==> src/rtl/keeper_control.sv <==
// rtl/keeper_control.sv - goalkeeper-side MULTI round controller with keeper overlay on the VGA stream
module keeper_control #(
    parameter int         SCREEN_W     = 1024,
    parameter int         GK_WIDTH     = 200,
    parameter int         GK_HEIGHT    = 300,
    parameter int         GK_POS_Y     = 250,
    parameter int         GOAL_X_MIN   = 212,
    parameter int         GOAL_X_MAX   = 812,
    parameter int         GOAL_Y_MIN   = 170,
    parameter int         GOAL_Y_MAX   = 600,
    parameter int         HOLD_CYCLES  = 13003902,
    parameter logic [2:0] KEEPER_STATE = 3'd2,
    parameter logic       MODE_MULTI   = 1'b1
) (
    input  logic        clk,
    input  logic        rst,
    input  logic [2:0]  game_state,
    input  logic        game_mode,
    input  logic [11:0] xpos,
    input  logic        enemy_shot,
    input  logic [11:0] enemy_shot_x,
    input  logic [11:0] enemy_shot_y,
    output logic [9:0]  keeper_pos,
    output logic        round_done,
    output logic        is_scored,
    output logic        end_gk,
    input  logic [10:0] in_hcount,
    input  logic [10:0] in_vcount,
    input  logic        in_hsync,
    input  logic        in_vsync,
    input  logic        in_hblnk,
    input  logic        in_vblnk,
    input  logic [11:0] in_rgb,
    output logic [10:0] out_hcount,
    output logic [10:0] out_vcount,
    output logic        out_hsync,
    output logic        out_vsync,
    output logic        out_hblnk,
    output logic        out_vblnk,
    output logic [11:0] out_rgb
);

    typedef enum logic [2:0] {
        IDLE, ENGAGE, DEFEND, JUDGE, GOAL, SAVE, TERMINATE
    } state_t;

    localparam logic signed [12:0] POS_MAX   = 13'(SCREEN_W - GK_WIDTH);
    localparam logic signed [12:0] HALF_W    = 13'(GK_WIDTH / 2);
    localparam logic [23:0]        HOLD_LAST = 24'(HOLD_CYCLES - 1);

    state_t             state, state_next;
    logic [23:0]        counter;
    logic [11:0]        shot_x, shot_y;
    logic [11:0]        kp_left, kp_right;
    logic signed [12:0] target;
    logic [9:0]         pos_next;
    logic               multi, keeper_active, scored, shot_in_goal, shot_on_keeper;
    logic               pixel_on_keeper, overlay;
    logic [11:0]        overlay_rgb;

    assign multi         = (game_mode == MODE_MULTI);
    assign keeper_active = (game_state == KEEPER_STATE);
    assign kp_left       = {2'b00, keeper_pos};
    assign kp_right      = kp_left + 12'(GK_WIDTH);

    always_ff @(posedge clk) begin
        if (rst) begin
            state <= IDLE;
        end else begin
            state <= state_next;
        end
    end

    always_comb begin
        state_next = state;
        case (state)
            IDLE:      if (keeper_active) state_next = ENGAGE;
            ENGAGE:    state_next = keeper_active ? DEFEND : IDLE;
            DEFEND: begin
                if (!keeper_active)  state_next = IDLE;
                else if (enemy_shot) state_next = JUDGE;
            end
            JUDGE:     state_next = scored ? GOAL : SAVE;
            GOAL,
            SAVE:      if (counter == HOLD_LAST) state_next = TERMINATE;
            TERMINATE: state_next = IDLE;
            default:   state_next = IDLE;
        endcase
        if (!multi) state_next = IDLE;
    end

    // Counter restarts on every state change, so GOAL/SAVE last exactly HOLD_CYCLES
    always_ff @(posedge clk) begin
        if (rst || state_next != state) begin
            counter <= '0;
        end else if (state == GOAL || state == SAVE) begin
            counter <= counter + 24'd1;
        end
    end

    always_comb begin
        target = $signed({1'b0, xpos}) - HALF_W;
        if (target < 0) begin
            pos_next = '0;
        end else if (target > POS_MAX) begin
            pos_next = POS_MAX[9:0];
        end else begin
            pos_next = target[9:0];
        end
    end

    always_ff @(posedge clk) begin
        if (rst || state == IDLE) begin
            keeper_pos <= '0;
        end else if (state == DEFEND) begin
            keeper_pos <= pos_next;
        end
    end

    always_ff @(posedge clk) begin
        if (rst) begin
            shot_x <= '0;
            shot_y <= '0;
        end else if (state == DEFEND && state_next == JUDGE) begin
            shot_x <= enemy_shot_x;
            shot_y <= enemy_shot_y;
        end
    end

    // Judged against the keeper position frozen at the moment of the shot
    always_comb begin
        shot_in_goal   = shot_x >= 12'(GOAL_X_MIN) && shot_x <= 12'(GOAL_X_MAX) &&
                         shot_y >= 12'(GOAL_Y_MIN) && shot_y <= 12'(GOAL_Y_MAX);
        shot_on_keeper = shot_x >= kp_left && shot_x <= kp_right &&
                         shot_y >= 12'(GK_POS_Y) && shot_y <= 12'(GK_POS_Y + GK_HEIGHT);
        scored         = shot_in_goal && !shot_on_keeper;
    end

    assign round_done = multi && (state == GOAL || state == SAVE) && counter == '0;
    assign is_scored  = multi && state == GOAL;
    assign end_gk     = multi && state == TERMINATE;

    always_comb begin
        pixel_on_keeper = {1'b0, in_hcount} >= kp_left && {1'b0, in_hcount} <= kp_right &&
                          {1'b0, in_vcount} >= 12'(GK_POS_Y) &&
                          {1'b0, in_vcount} <= 12'(GK_POS_Y + GK_HEIGHT);
        overlay_rgb = 12'h00F;
        overlay     = 1'b0;
        case (state)
            DEFEND: begin overlay_rgb = 12'h00F; overlay = 1'b1; end
            GOAL:   begin overlay_rgb = 12'hF00; overlay = 1'b1; end
            SAVE:   begin overlay_rgb = 12'h0F0; overlay = 1'b1; end
            default: overlay = 1'b0;
        endcase
        overlay = overlay && multi && pixel_on_keeper;
    end

    always_ff @(posedge clk) begin
        if (rst) begin
            out_hcount <= '0;
            out_vcount <= '0;
            out_hsync  <= 1'b0;
            out_vsync  <= 1'b0;
            out_hblnk  <= 1'b0;
            out_vblnk  <= 1'b0;
            out_rgb    <= '0;
        end else begin
            out_hcount <= in_hcount;
            out_vcount <= in_vcount;
            out_hsync  <= in_hsync;
            out_vsync  <= in_vsync;
            out_hblnk  <= in_hblnk;
            out_vblnk  <= in_vblnk;
            out_rgb    <= overlay ? overlay_rgb : in_rgb;
        end
    end

endmodule
==> config.mk <==
export PLATFORM = sky130hd
export DESIGN_NAME = keeper_control
export DESIGN_NICKNAME = d
export VERILOG_FILES = /design/src/rtl/keeper_control.sv
export SDC_FILE = /design/constraint.sdc
export NUM_CORES = 1
export LEC_CHECK = 0
export BUFFER_PORTS_ARGS = -buffer_cell sky130_fd_sc_hd__buf_2
export CAP_MARGIN = 20
export CORE_ASPECT_RATIO = 1.2
export CORE_MARGIN = 8
export CORE_UTILIZATION = 54
export DETAILED_ROUTE_END_ITERATION = 8
export HOLD_SLACK_MARGIN = 0.1
export PLACE_DENSITY = 0.82
export REMOVE_ABC_BUFFERS = 1
export SYNTH_ARGS = -nofsm -noshare
export SYNTH_HDL_FRONTEND = slang
export SYNTH_SLANG_ARGS = --single-unit
==> constraint.sdc <==
create_clock -name clk -period 3.1 [get_ports clk]
set_input_delay 0.775 -clock clk [delete_from_list [all_inputs] [get_ports clk]]
set_output_delay 0.775 -clock clk [all_outputs]
set_load 0.05 [all_outputs]
==> out/results.txt, run 1 <==
Status -> finished clean
Slew at the pin with the worst max-slew slack -> 0.704 ns
Post-route ant nets -> 0
Vias -> 4964
Syn_area_per_cell -> 8.55 sq um
Pin count of the biggest net entering global routing -> 41
Flop pwr share -> 0.484
Initial core utilization -> 0.545
Die Area -> 13400 sq um
Number of global-route vias before repair -> 5092
Register area share after synthesis -> 0.371
DR WL met3 -> 538 um
TritonCTS clock tree -> done
Placed cell areas -> 6090 sq um
Ys async rst share -> 0
Peak VDD IR -> 213 uV
Hold Crit Class -> reg -> reg
Hold depth -> 2
Die H -> 125 um
Core area -> 9810 sq um
Setup slack after layout -> 0.280 ns
Share of cells above drive strength 1 -> 0.225
Final hold viol count -> 0
Layout area overhead -> 19.1%
Cell Rows -> 40
Fin cells -> 882
Clock Sinks -> 99
Dpl ws -> 0.314 ns
DR WL met2 -> 7620 um
Main synth FF type -> dfxtp_1
Number of diodes -> 0
Buffers on Ports -> 131
Clock Latency Late Sink -> 0.35 ns
Resized Gates After CTS -> 0
Crit path DAT -> 3.09 ns
Avg Vias per Cell -> 5.63
Antenna violations before repair -> 0
DR pass1 iterations -> 5
Buffer levels on the longest clock path -> 2
Combinational group share of total power -> 0.122
WS Path Type -> reg -> reg
Worst Setup SP -> keeper_pos[3]
DRT iter0 DRCs -> 271
Reg clk slew, reported paths -> 0.07 ns
Crit share post-route -> 0.910
PwrDens -> 423 nW/um^2
Max-slew headroom -> 0.527
CP endpoint kind -> flop
Post-route design area -> 6370 sq um
EDFF count, synth -> 0
Top Layer Used -> met4
Sw frac -> 0.265
DP Cell Count -> 866
Max-cap violations -> 0
Min Tclk post-route -> 2.82 ns
Commonest non-fill, non-tap cell in the layout -> buf_2
Postcts setup bufs -> 0
Most frequent cells in the layout -> buf_2 (131), dfxtp_1 (99), nand2_1 (87)
M1 WL -> 5660 um
Die W -> 107 um
GRT overflow -> 0
Max Slew Vio Count -> 0
Root Buffer -> clkbuf_16
DP HPWL -> 11000 um
GRT Overall Usage -> 0.215
Power Internal -> 0.00198 W
Global-route wire length before repair -> 23800 um
Switching pwr -> 0.000713 W
Synth Cell Area -> 5350 sq um
Post-synthesis cell type count -> 67
HP Start -> shot_y[0]
Fin Setup TNS -> 0 ns
CP Launch Type -> flop
DR WL/cell -> 16.1 um
Leakage power -> 2.59 nW
CTS H-tree depth -> 3
GPL Wtd Cong -> 0.853
Wirelength, routed -> 14200 um
Required time of the worst setup path -> 3.37 ns
CP max FO -> 12
Worst r2r src -> keeper_pos[3]
Synth Instances -> 625
Fill cell count -> 864
Final nets -> 874
Yosys warns -> 0
DRC Markers -> 0
RSZ-0062 raised after global routing -> no
Fmax -> 355 MHz
Clk pwr share -> 0.394
Finish-stage setup viols -> 0
Seq cells post-synth -> 99
Worst R2R Path Depth -> 11
# hold bufs at CTS -> 0
Clock Skew -> 0.00623 ns
Total CTS buffers -> 9
Min Hold Slack -> 0.484 ns
Ports -> 132
-- cell usage after synthesis (3+ instances only) --
library cell / count / share of area
dfxtp_1: 99 / 0.37
nand2_1: 87 / 0.061
nor2_1: 49 / 0.034
a21oi_1: 48 / 0.045
ha_1: 42 / 0.098
nor2b_1: 29 / 0.034
inv_1: 23 / 0.016
nand3_1: 19 / 0.018
xor2_1: 17 / 0.028
nand2b_1: 15 / 0.018
o21ai_0: 15 / 0.014
xnor2_1: 15 / 0.025
nor3_1: 14 / 0.013
nand4_1: 12 / 0.014
clkbuf_1: 11 / 0.0077
a211oi_1: 10 / 0.014
buf_2: 9 / 0.0084
mux2i_1: 8 / 0.015
nor4_1: 8 / 0.0094
a2111oi_0: 5 / 0.0082
a32o_1: 5 / 0.0094
nand3b_1: 5 / 0.0070
o31ai_1: 5 / 0.0070
and3_1: 4 / 0.0047
nand4b_1: 4 / 0.0066
or3_1: 4 / 0.0047
a21o_1: 3 / 0.0042
and2_1: 3 / 0.0035
nor3b_1: 3 / 0.0042
o211ai_1: 3 / 0.0042
o21a_1: 3 / 0.0042
o221ai_1: 3 / 0.0049
-- routing by layer --
metal	global-route usage	up-vias
met3	0.0411	28
met2	0.392	117
met4	0.0929	0
met5	0	-
li1	-	2476
met1	0.233	2343
-- worst max-delay path, cell delays in order, from the launching register on --
cell and delay [ns]:
dfxtp_1 0.37, ha_1 0.26, a21oi_1 0.26, xnor2_1 0.19
ha_1 0.30, o21a_1 0.21, o211ai_1 0.15, a21oi_1 0.10
a32oi_1 0.24, buf_4 0.19, and2_4 0.25, mux2i_1 0.23
-- path summary, 6_finish.rpt --
path                 to  slack (ns)
min reg2reg   shot_y[0]        0.48
min           shot_y[0]        0.48
max          out_rgb[7]        0.28
max reg2reg  out_rgb[7]        0.28
-- per-stage QoR --
step | util | power, W
3_5_place_dp | 0.621 | 0.00166
4_1_cts | 0.649 | 0.00270
3_3_place_gp | 0.621 | 0.00165
2_1_floorplan | - | 0.00153
6_report | 0.649 | 0.00269
5_1_grt | 0.649 | 0.00279
-- kinds of logic after synthesis --
| kind of cell | count (synthesis) | share of synthesized area |
|---|---|---|
| buffers and inverters | 46 | 0.0389 |
| AOI/OAI and AO/OA | 122 | 0.156 |
| muxes | 8 | 0.0150 |
| adders and majority gates | 42 | 0.0983 |
| DFF | 99 | 0.371 |
| xor gates and xnor gates | 32 | 0.0524 |
| and+or+nand+nor | 276 | 0.268 |
-- cell type report --
type	instances	area (sq um)	share of cell area
Inverter	23	86.3	0.0136
Multi-Input combinational cell	480	3160	0.495
Clock inverter	5	36.3	0.00570
Timing Repair Buffer	138	708	0.111
Tap cell	126	158	0.0248
Sequential cell	99	1980	0.311
Clock buffer	11	243	0.0381
-- sequential cells by signal, summed over array words and instances, names as in the netlist, 3 cells and up --
name,flops
counter,24
keeper_pos,10
out_hcount,11
out_rgb,12
out_vcount,11
shot_x,12
shot_y,12
state,3
-- power by group through the flow --
stage / registers, W / logic, W / clock network [W]
after floorplan: 0.00143 / 0.0000990 / 0
after global placement: 0.00133 / 0.000317 / 0
after detailed placement: 0.00133 / 0.000327 / 0
after CTS: 0.00130 / 0.000328 / 0.00107
after global routing: 0.00131 / 0.000353 / 0.00113
final: 0.00130 / 0.000328 / 0.00106
Power figures use the tool's default switching activity.
==> inputs of run 2 (changes only) <==
--- a/config.mk
+++ b/config.mk
@@ -5,7 +5,7 @@
 export SDC_FILE = /design/constraint.sdc
 export NUM_CORES = 1
 export LEC_CHECK = 0
-export BUFFER_PORTS_ARGS = -buffer_cell sky130_fd_sc_hd__buf_2
+export BUFFER_PORTS_ARGS = -buffer_cell sky130_fd_sc_hd__buf_4
 export CAP_MARGIN = 20
 export CORE_ASPECT_RATIO = 1.2
 export CORE_MARGIN = 8
==> run 2 against run 1 <==
- sequential power about the same
- wire length up 1.5%
- critical endpoint is now out_rgb[11]
- die area unchanged
- worst setup slack better by 0.0053 ns
- critical path depth unchanged
- sequential share of layout area down 1.7 points
- highest routed layer unchanged
==> out/results.txt, run 2 (synthesis results as in run 1) <==
Slew at the pin with the worst max-slew slack -> 0.721 ns (+0.0172 ns)
Die W -> 107 um (unchanged)
Antenna violations before repair -> 0 (unchanged)
RSZ-0062 raised after global routing -> no
Max-cap violations -> 0 (unchanged)
Global-route wire length before repair -> 24100 um (+1.5%)
DRT iter0 DRCs -> 215 (-21%)
Hold Crit Class -> reg -> reg
Final nets -> 873 (-0.11%)
R2R Setup Slk -> 0.28 ns (about the same)
Share of cells above drive strength 1 -> 0.224 (-0.00103)
Post-route design area -> 6740 sq um (+5.8%)
Leakage power -> 2.69 nW (+3.6%)
Layout area overhead -> 26.0%
Pin count of the biggest net entering global routing -> 47 (+15%)
Cell Rows -> 40 (unchanged)
Met1 usage in global routing -> 0.227 (-0.00627)
CP max FO -> 12 (unchanged)
Delay-heaviest family, CP -> compound AO/OA/AOI/OAI gates
GRT overflow -> 0 (unchanged)
Status -> finished clean
DR WL/cell -> 16.3 um (+1.7%)
Worst Hold Path EP -> shot_y[0]
DP Cell Count -> 865 (-0.12%)
Number of global-route vias before repair -> 5126 (+0.67%)
Reg with most FFs -> counter
Reg clk slew, reported paths -> 0.07 ns (about the same)
# hold bufs at CTS -> 0 (unchanged)
Fin cells -> 881 (-0.11%)
Worst R2R Path Depth -> 11 (unchanged)
DR pass1 iterations -> 5 (unchanged)
Max-slew headroom -> 0.516 (-0.0116)
Most frequent cells in the layout -> buf_4 (137), dfxtp_1 (99), nand2_1 (87)
DRC Markers -> 0 (unchanged)
Placed cell areas -> 6410 sq um (+5.3%)
Avg Vias per Cell -> 5.62 (about the same)
Worst r2r src -> keeper_pos[3]
Root Buffer -> clkbuf_16
Commonest non-fill, non-tap cell in the layout -> buf_4
Vias -> 4954 (-0.20%)
Core area -> 9810 sq um (unchanged)
CP Launch Type -> flop
Buf/Inv on CP -> 1 (unchanged)
HP Start -> shot_y[0]
GR Util met2 -> 0.407 (+0.0154)
Final hold viol count -> 0 (unchanged)
GPL Wtd Cong -> 0.873 (+2.4%)
GRT Overall Usage -> 0.219 (+0.00352)
Crit share post-route -> 0.908 (-0.00171)
CP max stage cell -> dfxtp_1
Max reg flops -> 24 (unchanged)
Clock Latency Late Sink -> 0.35 ns (about the same)
WS Path Type -> reg -> reg
Ports -> 132 (unchanged)
Final Power -> 0.00289 W (+7.5%)
Hold depth -> 2 (unchanged)
Buffer levels on the longest clock path -> 2 (unchanged)
Wirelength, routed -> 14400 um (+1.5%)
CP cell instances -> ha_1 > a21oi_1 > xnor2_1 > ha_1 > o21a_1 > o211ai_1 > a21oi_1 > a32oi_1 > buf_4 > and2_4 > mux2i_1
Die H -> 125 um (unchanged)
Clock Skew -> 0.00715 ns (+0.000926 ns)
Fin Setup TNS -> 0 ns (unchanged)
Number of diodes -> 0 (unchanged)
Initial core utilization -> 0.545 (unchanged)
PwrDens -> 430 nW/um^2 (+1.6%)
Buffers on Ports -> 131 (unchanged)
TritonCTS clock tree -> done
Max Slew Vio Count -> 0 (unchanged)
GRT busiest layer -> met2
Total CTS buffers -> 9 (unchanged)
Met3 Resource Use GR -> 0.0452 (+0.00411)
CP endpoint kind -> flop
DP HPWL -> 11300 um (+2.4%)
Peak VDD IR -> 275 uV (+29%)
Fmax -> 355 MHz (+0.19%)
Postcts setup bufs -> 0 (unchanged)
Dpl ws -> 0.312 ns (-0.00186 ns)
Required time of the worst setup path -> 3.37 ns (about the same)
Setup slack after layout -> 0.285 ns (+0.00530 ns)
Finish-stage setup viols -> 0 (unchanged)
Crit path DAT -> 3.08 ns (about the same)
CTS H-tree depth -> 3 (unchanged)
Die Area -> 13400 sq um (unchanged)
Resized Gates After CTS -> 0 (unchanged)
R2r endpoint -> out_rgb[11]
Post-route ant nets -> 0 (unchanged)
Min Tclk post-route -> 2.82 ns (-0.00530 ns)
Slowest stage delay, CP -> 0.38 ns (about the same)
Fill cell count -> 838 (-3.0%)
Clock Sinks -> 99 (unchanged)
-- run 2: how the worst max path moves through the flow --
stage | endpoint | start | cells after the start | slack (ns)
floorplan | round_done | state[2] | 3 | 0.17
global placement | keeper_pos[7] | xpos[2] | 9 | 0.45
detailed placement | keeper_pos[5] | xpos[2] | 9 | 0.31
CTS | out_rgb[11] | keeper_pos[3] | 11 | 0.29
global route | out_rgb[9] | keeper_pos[3] | 12 | 0.09
finish | out_rgb[11] | keeper_pos[3] | 11 | 0.28
-- run 2: layer usage --
layer | vias up | routed length, um | part of all wire
met2 | 116 | 7920 | 0.55
met4 | 0 | 327 | 0.023
met5 | - | 0 | 0
met3 | 30 | 568 | 0.040
li1 | 2476 | - | -
met1 | 2332 | 5560 | 0.39
-- run 2: where the power goes --
part | internal, W | total, W | switching (W)
logic | 0.000155 | 0.000370 | 0.000215
clock network | 0.000719 | 0.00122 | 0.000499
registers | 0.00130 | 0.00131 | 0.00000801
total | 0.00217 | 0.00289 | 0.000721
-- run 2: worst register-to-register path: cells and delay by family (launching register included) --
| family | cells | cell delay [ns] |
|---|---|---|
| multiplexers | 1 | 0.25 |
| flip-flops | 1 | 0.38 |
| adder cells (fa/ha/maj) | 2 | 0.55 |
| XOR/XNOR | 1 | 0.18 |
| AND/OR/NAND/NOR | 1 | 0.27 |
| AO/OA/AOI/OAI | 5 | 0.91 |
| buffers and inverters | 1 | 0.19 |
-- run 2: area by class of cell --
class                   instances  area [sq um]  area share
multi-input cells             480          3160       0.469
flip-flops and latches         99          1980       0.294
repair buffers                137          1030       0.153
clock buffers                  10           229      0.0340
well taps                     126           158      0.0234
clock inverters                 6          96.3      0.0143
inverters                      23          86.3      0.0128
-- run 2: metrics by stage --
step           utilization  hold WS [ns]
2_1_floorplan            -         0.440
3_3_place_gp         0.653         0.465
3_5_place_dp         0.653         0.469
4_1_cts              0.687         0.479
5_1_grt              0.687         0.504
6_report             0.687         0.483
==> inputs of run 3 (changes only) <==
--- a/config.mk
+++ b/config.mk
@@ -12,7 +12,7 @@
 export CORE_UTILIZATION = 54
 export DETAILED_ROUTE_END_ITERATION = 8
 export HOLD_SLACK_MARGIN = 0.1
-export PLACE_DENSITY = 0.82
+export PLACE_DENSITY_LB_ADDON = 0.2
 export REMOVE_ABC_BUFFERS = 1
 export SYNTH_ARGS = -nofsm -noshare
 export SYNTH_HDL_FRONTEND = slang
==> run 3 against run 2 <==
- first-iteration DRC count shrank 8.8%
- clock skew shrank 0.00050 ns
- sequential share of layout area grew 0.29 points
- combinational power is essentially flat
- worst hold slack lost 0.0059 ns
- via count shrank 0.16%
- non-clock buffer count is the same
- final cell count shrank 0.23%
- maximum frequency grew 4.0%
- register-to-register slack gained 0.11 ns
- critical path depth is the same
- critical path type unchanged
==> out/results.txt, run 3 (synthesis results as in run 1) <==
Status -> finished clean
TritonCTS clock tree -> done
CP max FO -> 12 (unchanged)
# hold bufs at CTS -> 0 (unchanged)
Fmax -> 369 MHz (+4.0%)
Max Slew Vio Count -> 0 (unchanged)
Fin Setup TNS -> 0 ns (unchanged)
GPL Wtd Cong -> 0.862 (-1.2%)
Die W -> 107 um (unchanged)
Layout area overhead -> 24.8%
Area occupied by multi-input gates -> 3160 sq um (unchanged)
Post-route ant nets -> 0 (unchanged)
Buffer levels on the longest clock path -> 2 (unchanged)
Crit path to -> out_rgb[4]
Resized Gates After CTS -> 0 (unchanged)
Register area -> 1980 sq um (unchanged)
CP endpoint kind -> flop
Reg with most FFs -> counter
WS Path Type -> reg -> reg
Max reg flops -> 24 (unchanged)
Worst r2r src -> keeper_pos[3]
Power Internal -> 0.00199 W (-8.4%)
Clock Latency Late Sink -> 0.35 ns (about the same)
Flop pwr share -> 0.487 (+0.036)
DR pass1 iterations -> 5 (unchanged)
Reg clk slew, reported paths -> 0.07 ns (about the same)
Clock Sinks -> 99 (unchanged)
DP Cell Count -> 865 (unchanged)
Wirelength, routed -> 14000 um (-2.9%)
Placed cell areas -> 6410 sq um (unchanged)
Die Area -> 13400 sq um (unchanged)
CTS H-tree depth -> 3 (unchanged)
Pin count of the biggest net entering global routing -> 66 (+40%)
Crit share post-route -> 0.873 (-0.0349)
Avg Vias per Cell -> 5.63 (about the same)
R2R Setup Slk -> 0.39 ns (+0.11 ns)
DRT iter0 DRCs -> 196 (-8.8%)
Worst Setup SP -> keeper_pos[3]
Peak VDD IR -> 226 uV (-18%)
Fill cell count -> 885 (+5.6%)
Total CTS buffers -> 9 (unchanged)
Commonest non-fill, non-tap cell in the layout -> buf_4
Die H -> 125 um (unchanged)
Required time of the worst setup path -> 3.38 ns (about the same)
Root Buffer -> clkbuf_16
Postcts setup bufs -> 0 (unchanged)
PwrDens -> 402 nW/um^2 (-6.4%)
Sw frac -> 0.258 (+0.00880)
Final nets -> 873 (unchanged)
Vias -> 4946 (-0.16%)
Crit path DAT -> 2.98 ns (-0.10 ns)
Finish-stage setup viols -> 0 (unchanged)
CP Launch Type -> flop
GRT overflow -> 0 (unchanged)
Core area -> 9810 sq um (unchanged)
Post-route design area -> 6670 sq um (-0.98%)
Final hold viol count -> 0 (unchanged)
Worst R2R Path Depth -> 11 (unchanged)
DR WL/cell -> 15.9 um (-2.7%)
R2r endpoint -> out_rgb[4]
Ports -> 132 (unchanged)
Final Power -> 0.00268 W (-7.3%)
Max-cap violations -> 0 (unchanged)
DP HPWL -> 10900 um (-3.3%)
Number of global-route vias before repair -> 4939 (-3.6%)
Hold Crit Class -> reg -> reg
Clk pwr share -> 0.376 (-0.045)
Clock Skew -> 0.00665 ns (-0.000502 ns)
Min Tclk post-route -> 2.71 ns (-0.108 ns)
Slew at the pin with the worst max-slew slack -> 0.648 ns (-0.0733 ns)
Switching pwr -> 0.000692 W (-4.0%)
Initial core utilization -> 0.545 (unchanged)
RSZ-0062 raised after global routing -> no
Antenna violations before repair -> 0 (unchanged)
Global-route wire length before repair -> 23000 um (-4.7%)
Most frequent cells in the layout -> buf_4 (137), dfxtp_1 (99), nand2_1 (87)
GRT Overall Usage -> 0.210 (-0.00921)
Max-slew headroom -> 0.557 (+0.0414)
DRC Markers -> 0 (unchanged)
Leakage power -> 2.65 nW (-1.2%)
Share of cells above drive strength 1 -> 0.222 (-0.00206)
Combinational group share of total power -> 0.137 (+0.009)
Number of diodes -> 0 (unchanged)
Fin cells -> 879 (-0.23%)
Cell Rows -> 40 (unchanged)
Buffers on Ports -> 131 (unchanged)
[run 3: cell types whose count changed in the layout (fill, tap and decap cells not counted), sizes merged]
cell / change
inv: -3
bufinv: -2
clkinv: +3
[run 3: routing by layer]
| layer | vias to the layer above | global-route usage | wire length [um] |
|---|---|---|---|
| met5 | - | 0 | 0 |
| met4 | 0 | 0.0905 | 396 |
| met3 | 32 | 0.0473 | 599 |
| met2 | 118 | 0.380 | 7560 |
| met1 | 2319 | 0.224 | 5400 |
| li1 | 2477 | - | - |
[run 3: per-stage QoR]
step | utilization | worst slack, ns | hold WS [ns]
finish | 0.680 | 0.393 | 0.477
global placement | 0.653 | 0.461 | 0.465
floorplan | - | 0.170 | 0.440
global route | 0.680 | 0.163 | 0.508
CTS | 0.680 | 0.397 | 0.480
detailed placement | 0.653 | 0.396 | 0.468
[run 3: worst max-delay path, stage by stage (launching register included)]
cell and delay (ns):
dfxtp_1 0.37, ha_1 0.25, a21oi_1 0.24, xnor2_1 0.19
ha_1 0.30, o21a_1 0.20, o211ai_1 0.17, a21oi_1 0.09
a32oi_1 0.19, buf_4 0.18, and2_4 0.26, mux2i_1 0.20
[run 3: worst min path at each step]
stage	to	startpoint	cells after the start
floorplan	shot_y[10]	shot_y[10]	2
finish	shot_x[0]	shot_x[0]	2
global route	shot_x[1]	shot_x[1]	2
global placement	shot_y[0]	shot_y[0]	2
detailed placement	shot_x[0]	shot_x[0]	2
CTS	shot_x[0]	shot_x[0]	2
[run 3: power by group through the flow]
stage	clock (W)	combinational [W]	sequential [W]
2_1_floorplan	0	0.0000990	0.00143
3_3_place_gp	0	0.000360	0.00133
3_5_place_dp	0	0.000369	0.00134
4_1_cts	0.00102	0.000370	0.00131
5_1_grt	0.00108	0.000394	0.00131
6_report	0.00101	0.000368	0.00131
[run 3: cell type report]
cell class	count	area share
multi-input combinational	480	0.473
sequential	99	0.297
timing repair buffer	137	0.154
clock buffer	10	0.0343
tap	126	0.0236
inverter	23	0.0129
clock inverter	4	0.00450
